--- config.mk ---
export PLATFORM = sky130hd
export DESIGN_NAME = fml_arbiter
export DESIGN_NICKNAME = d
export VERILOG_FILES = /design/src/rtl/fml_pkg.sv /design/src/rtl/fml_arbiter.sv
export SDC_FILE = /design/constraint.sdc
export NUM_CORES = 1
export LEC_CHECK = 0
export CAP_MARGIN = 20
export CELL_PAD_IN_SITES_DETAIL_PLACEMENT = 1
export CELL_PAD_IN_SITES_GLOBAL_PLACEMENT = 2
export CORE_MARGIN = 3
export CORE_UTILIZATION = 11
export DETAILED_ROUTE_END_ITERATION = 12
export GPL_TIMING_DRIVEN = 0
export PLACE_DENSITY = 0.87
export SLEW_MARGIN = 25
export SYNTH_ARGS = -nofsm -noshare
export SYNTH_HDL_FRONTEND = slang
export SYNTH_SLANG_ARGS = --single-unit
--- constraint.sdc ---
create_clock -name clk_sys_i -period 4.52 [get_ports clk_sys_i]
set_input_delay 0.904 -clock clk_sys_i [delete_from_list [all_inputs] [get_ports clk_sys_i]]
set_output_delay 0.904 -clock clk_sys_i [all_outputs]
set_load 0.02 [all_outputs]
--- src/rtl/fml_pkg.sv ---
`timescale 1ns/1ps
`default_nettype none
// ============================================================================
// Module      : fml_pkg
// Description : Shared constants for the two-master FML arbiter: burst
//               length, state encoding and one-hot grant values.
// Revision    : 1.0 - initial release
// ============================================================================
package fml_pkg;

    // A full FML burst: the acknowledge beat plus three following beats
    localparam int c_FML_BURST_LEN = 4;

    // Last value of the post-ack beat counter before returning to idle
    localparam logic [1:0] c_BURST_LAST = 2'(c_FML_BURST_LEN - 2);

    // State encoding
    localparam logic [1:0] ST_IDLE  = 2'd0;
    localparam logic [1:0] ST_REQ   = 2'd1;
    localparam logic [1:0] ST_BURST = 2'd2;

    typedef enum logic [1:0] {
        S_IDLE  = ST_IDLE,
        S_REQ   = ST_REQ,
        S_BURST = ST_BURST
    } fml_state_e;

    // One-hot grant values
    localparam logic [1:0] c_GNT_NONE = 2'b00;
    localparam logic [1:0] c_GNT_M0   = 2'b01;
    localparam logic [1:0] c_GNT_M1   = 2'b10;

endpackage : fml_pkg
`default_nettype wire

--- src/rtl/fml_arbiter.sv ---
`timescale 1ns/1ps
`default_nettype none
// ============================================================================
// Module      : fml_arbiter
// Description : Shares one FML SDRAM port between the framebuffer read engine
//               (master 0, fixed priority) and the host port (master 1), one
//               full 4-beat burst at a time.
//               Optional macro FML_ARB_STARVE_GUARD_EN adds a starvation
//               guard that forces a master-1 grant after g_max_wait
//               consecutive master-0 grants taken while master 1 waited.
// Revision    : 1.0 - initial release
// ============================================================================
module fml_arbiter
    import fml_pkg::*;
#(
    parameter int g_fml_depth = 26,
    parameter int g_max_wait  = 4
) (
    input  logic                   clk_sys_i,
    input  logic                   rst_n_i,

    input  logic [g_fml_depth-1:0] m0_adr_i,
    input  logic                   m0_stb_i,
    input  logic                   m0_we_i,
    input  logic [3:0]             m0_sel_i,
    input  logic [31:0]            m0_dw_i,
    output logic [31:0]            m0_dr_o,
    output logic                   m0_ack_o,

    input  logic [g_fml_depth-1:0] m1_adr_i,
    input  logic                   m1_stb_i,
    input  logic                   m1_we_i,
    input  logic [3:0]             m1_sel_i,
    input  logic [31:0]            m1_dw_i,
    output logic [31:0]            m1_dr_o,
    output logic                   m1_ack_o,

    output logic [g_fml_depth-1:0] fml_adr,
    output logic                   fml_stb,
    output logic                   fml_we,
    output logic [3:0]             fml_sel,
    output logic [31:0]            fml_do,
    input  logic [31:0]            fml_di,
    input  logic                   fml_ack,

    output logic [1:0]             grant_o
);

    fml_state_e r_state;
    fml_state_e w_state_nxt;
    logic [1:0] r_grant;
    logic [1:0] w_grant_nxt;
    logic [1:0] r_cnt;
    logic [1:0] w_cnt_nxt;
    logic [1:0] w_pick;
    logic       w_force_m1;
    logic       w_any_req;
    logic       w_sel_m1;

    // Grant decision: master 0 wins unless only master 1 asks or the guard
    // insists on master 1
    function automatic logic [1:0] pick_winner(input logic m0_req,
                                               input logic m1_req,
                                               input logic force_m1);
        if (m1_req && (!m0_req || force_m1)) begin
            return c_GNT_M1;
        end else if (m0_req) begin
            return c_GNT_M0;
        end else begin
            return c_GNT_NONE;
        end
    endfunction

    assign w_any_req = m0_stb_i | m1_stb_i;
    assign w_pick    = pick_winner(m0_stb_i, m1_stb_i, w_force_m1);

`ifdef FML_ARB_STARVE_GUARD_EN
    logic [3:0] r_wait_cnt;
    logic [3:0] w_wait_cnt_nxt;

    assign w_force_m1 = (r_wait_cnt == 4'(g_max_wait));

    // Count master-0 grants handed out while master 1 was left waiting
    always_comb begin
        w_wait_cnt_nxt = r_wait_cnt;
        if ((r_state == S_IDLE) && w_any_req) begin
            if (!m1_stb_i || (w_pick == c_GNT_M1)) begin
                w_wait_cnt_nxt = 4'd0;
            end else begin
                w_wait_cnt_nxt = r_wait_cnt + 4'd1;
            end
        end
    end

    // Starvation counter register
    always_ff @(posedge clk_sys_i or negedge rst_n_i) begin
        if (!rst_n_i) begin
            r_wait_cnt <= 4'd0;
        end else begin
            r_wait_cnt <= w_wait_cnt_nxt;
        end
    end
`else
    // Strict priority: never force master 1 (a legal g_max_wait is never 0)
    assign w_force_m1 = (g_max_wait == 0);
`endif

    // Next-state, grant and beat-counter logic
    always_comb begin
        w_state_nxt = r_state;
        w_grant_nxt = r_grant;
        w_cnt_nxt   = r_cnt;
        case (r_state)
            S_IDLE: begin
                w_cnt_nxt = 2'd0;
                if (w_any_req) begin
                    w_grant_nxt = w_pick;
                    w_state_nxt = S_REQ;
                end
            end
            S_REQ: begin
                if (fml_ack) begin
                    w_state_nxt = S_BURST;
                    w_cnt_nxt   = 2'd0;
                end
            end
            S_BURST: begin
                if (r_cnt == c_BURST_LAST) begin
                    w_state_nxt = S_IDLE;
                    w_grant_nxt = c_GNT_NONE;
                    w_cnt_nxt   = 2'd0;
                end else begin
                    w_cnt_nxt = r_cnt + 2'd1;
                end
            end
            default: begin
                w_state_nxt = S_IDLE;
                w_grant_nxt = c_GNT_NONE;
                w_cnt_nxt   = 2'd0;
            end
        endcase
    end

    // State, grant and beat-counter registers
    always_ff @(posedge clk_sys_i or negedge rst_n_i) begin
        if (!rst_n_i) begin
            r_state <= S_IDLE;
            r_grant <= c_GNT_NONE;
            r_cnt   <= 2'd0;
        end else begin
            r_state <= w_state_nxt;
            r_grant <= w_grant_nxt;
            r_cnt   <= w_cnt_nxt;
        end
    end

    // Master-0 path is the default mux leg, so idle outputs follow master 0
    assign w_sel_m1 = (r_grant == c_GNT_M1);

    assign fml_adr  = w_sel_m1 ? m1_adr_i : m0_adr_i;
    assign fml_we   = w_sel_m1 ? m1_we_i  : m0_we_i;
    assign fml_sel  = w_sel_m1 ? m1_sel_i : m0_sel_i;
    assign fml_do   = w_sel_m1 ? m1_dw_i  : m0_dw_i;
    assign fml_stb  = (r_state == S_REQ);
    assign grant_o  = r_grant;

    // Acknowledge passes straight through to the owner only
    assign m0_ack_o = fml_stb & fml_ack & (r_grant == c_GNT_M0);
    assign m1_ack_o = fml_stb & fml_ack & (r_grant == c_GNT_M1);

    assign m0_dr_o  = fml_di;
    assign m1_dr_o  = fml_di;

endmodule : fml_arbiter
`default_nettype wire

==> summary.txt <==
Run status
  • Outcome: completed

Power and ir drop
  • Internal: 0.000915 W
  • Clk pwr share: 0.095
  • Peak supply drop: 145 µV
  • Combinational power share: 0.830
  • Sw Ratio: 0.381
  • Net Sw Power: 0.000563 W
  • Static leakage: about 2 nW
  • PwrDens: 307 mW/mm²
  • Seq pwr share: 0.074

Synthesis
  • Largest cells by area after synthesis: mux2_4 (49%), buf_4 (26%), dfrtp_1 (8.2%)
  • Synth Area per Inst: between 10 and 15 µm²
  • Mapped Cells: 161
  • Post-synthesis cell area: 0.00184 mm²
  • #FFs+latches synth: 6
  • Yosys top cell by area: mux2_4
  • Sequential area share after synthesis: 0.0815
  • Syn_nets: 324
  • Area share of the largest cell type after synthesis: 0.489
  • Post-synth cell types: 20
  • Synth Warn #: 0

Floorplanning
  • Core box area: 0.0161 mm²
  • Die Wd: 135 µm
  • # IOs: around 300
  • Die Height: 135 µm
  • Starting Density: 0.114
  • # rows: 46
  • Die ar.: approximately 0.018 mm²

Clock network
  • CTS root buffer: clkbuf_16
  • Clock Sinks: 6
  • Clock tree from TritonCTS: built
  • Post-CTS setup buffer count: 0
  • Clock Path Buffers: 2
  • Hold Buf Count CTS: 0
  • H-tree depth: 1
  • Resized Gates After CTS: 0
  • CTS buffer count: 3
  • Worst-skew pair later-pin latency: 0.22 ns
  • Reg clk slew, reported paths: 0.03 ns

Timing
  • Hold WS: 0.516 ns
  • Final hold viol count: 0
  • F_max: a little over 300 MHz
  • Clock skew: 0.00120 ns
  • Max-slew violation count: 0
  • Unrepaired setup endpoints after global routing: false
  • Worst Max-Slew Pin Slew: about 0.33 ns
  • Final setup violation count: 0
  • Sum Neg Setup Slack: 0 ns
  • Final min period: 3.31 ns
  • Final WS setup: 1.21 ns
  • Final Cycle Share: 0.733
  • Slew HR: 0.781

GRT
  • First-pass GRT wire length: between 10,000 and 15,000 µm
  • Vias in the first global route: 2,431
  • Largest net degree at the start of global routing: 11
  • Routing usage on met2: 0.188
  • Initial antenna violation count: 0
  • Total GRT Usage: 0.0900
  • Grt ovf: 0
  • Met3 usage: 0.0357
  • GRT Max-Usage Layer: met2
  • Global-route track usage on met1: 0.0834

Layout
  • Antenna fix cells: 0
  • Fin nets: roughly 590
  • Fill cell count: 1,812
  • Most common cell after layout, fill and taps aside: clkdlybuf4s50_1
  • Commonest non-fill, non-tap cells in the layout: clkdlybuf4s50_1 (262), buf_4 (64), mux2_4 (60)
  • Layout cell share with drive strength beyond 1: 0.329
  • P&R area growth vs syn: 161%
  • Finished Layout Cells: 642

Placed design
  • RD Place Congestion: 0.675
  • Placed cells: between 600 and 700
  • Detailed placement HPWL: ~9000 µm
  • Dpl ws: 1.19 ns
  • Port bufs: 262

Route
  • DRT antenna net count: 0
  • DR pass1 iterations: 2
  • Post-DR wirelength/cell: 14.9 µm
  • Drt drc: 0
  • DR vias: 2,170
  • DR vias/cell: 3.38
  • Final wirelength: 9550 µm
  • DRT iter0 DRCs: 24

Worst setup path
  • CP required: 3.62 ns
  • Crit start category: input pin
  • R2R Path End: r_cnt[0]$_DFFE_PN0P_
  • Setup crit start: fml_ack
  • Endpoint class of the critical path: output port
  • Crit path DAT: ~2.4 ns
  • R2R cell count: 3
  • Crit-path max FO: 4
  • Worst r2r src: r_state[0]$_DFFE_PN0P_
  • Kind of critical path: in -> out
  • R2r setup slk: 3.37 ns

Hold path
  • WHS Endpoint: r_state[0]$_DFFE_PN0P_
  • Worst Hold Class: reg -> reg
  • Hold path start: r_state[1]$_DFFE_PN0P_
  • Hold Crit Depth: 1

Job
  • Max Cap Viol: 0
[logic make-up after synthesis]
| family | synth area share |
|---|---|
| AO/OA/AOI/OAI | 0.0333 |
| multiplexers | 0.514 |
| buffers and inverters | 0.330 |
| flip-flops | 0.0815 |
| AND/OR/NAND/NOR | 0.0414 |
[power groups by stage]
stage | Combinational (W) | Clock, W | Sequential (W)
floorplan | 0.000728 | 0 | 0.000112
global placement | 0.00123 | 0 | 0.000107
detailed placement | 0.00124 | 0 | 0.000110
CTS | 0.00125 | 0.000143 | 0.000110
global route | 0.00129 | 0.000147 | 0.000113
finish | 0.00123 | 0.000141 | 0.000110
[synthesized netlist by cell type (all sizes together)]
cell,instances
a211oi,1
inv,2
a22o,1
dfrtp,6
nand2b,2
a21o,1
nand2,1
nor2,2
nor3,2
nor2b,3
o22a,1
mux2,64
nor3b,1
o2bb2ai,2
a21oi,2
buf,70
[worst max-delay path: stages]
cell             delay (ns)
clkdlybuf4s50_1        0.54
nand2_1                0.11
nor3b_1                0.21
clkdlybuf4s50_1        0.65
[state kept, by name (all words and copies together) (netlist names)]
signal   cells
grant_o      2
r_cnt        2
r_state      2
[metal layers]
layer,vias to the layer above,wire length (µm)
met5,-,0
met4,0,48
met3,4,1110
met2,157,5360
met1,988,3030
li1,1021,-
[final cells by class]
| type | count | area [µm²] | share of cell area |
|---|---|---|---|
| inverter | 2 | 7.51 | 0.00156 |
| multi-input combinational | 83 | 1080 | 0.225 |
| sequential | 6 | 150 | 0.0312 |
| clock buffer | 3 | 75.1 | 0.0156 |
| buffer | 70 | 601 | 0.125 |
| tap | 216 | 270 | 0.0562 |
| timing repair buffer | 262 | 2620 | 0.545 |
[worst max path at each step]
stage / depth (start not counted) / to
3_3_place_gp: 4 / m0_ack_o
4_1_cts: 4 / m0_ack_o
5_1_grt: 4 / m0_ack_o
6_report: 4 / m0_ack_o
2_1_floorplan: 2 / m0_ack_o
3_5_place_dp: 4 / m0_ack_o
[per-stage QoR]
| stage | util | instance area [µm²] | total power (W) |
|---|---|---|---|
| final | 0.298 | 4810 | 0.00148 |
| after global routing | 0.298 | 4810 | 0.00155 |
| after CTS | 0.298 | 4810 | 0.00150 |
| after detailed placement | 0.294 | 4730 | 0.00135 |
| after global placement | 0.294 | 4730 | 0.00134 |
| after floorplan | - | 1840 | 0.000840 |
Note: power is estimated with default switching activity, not from simulation.
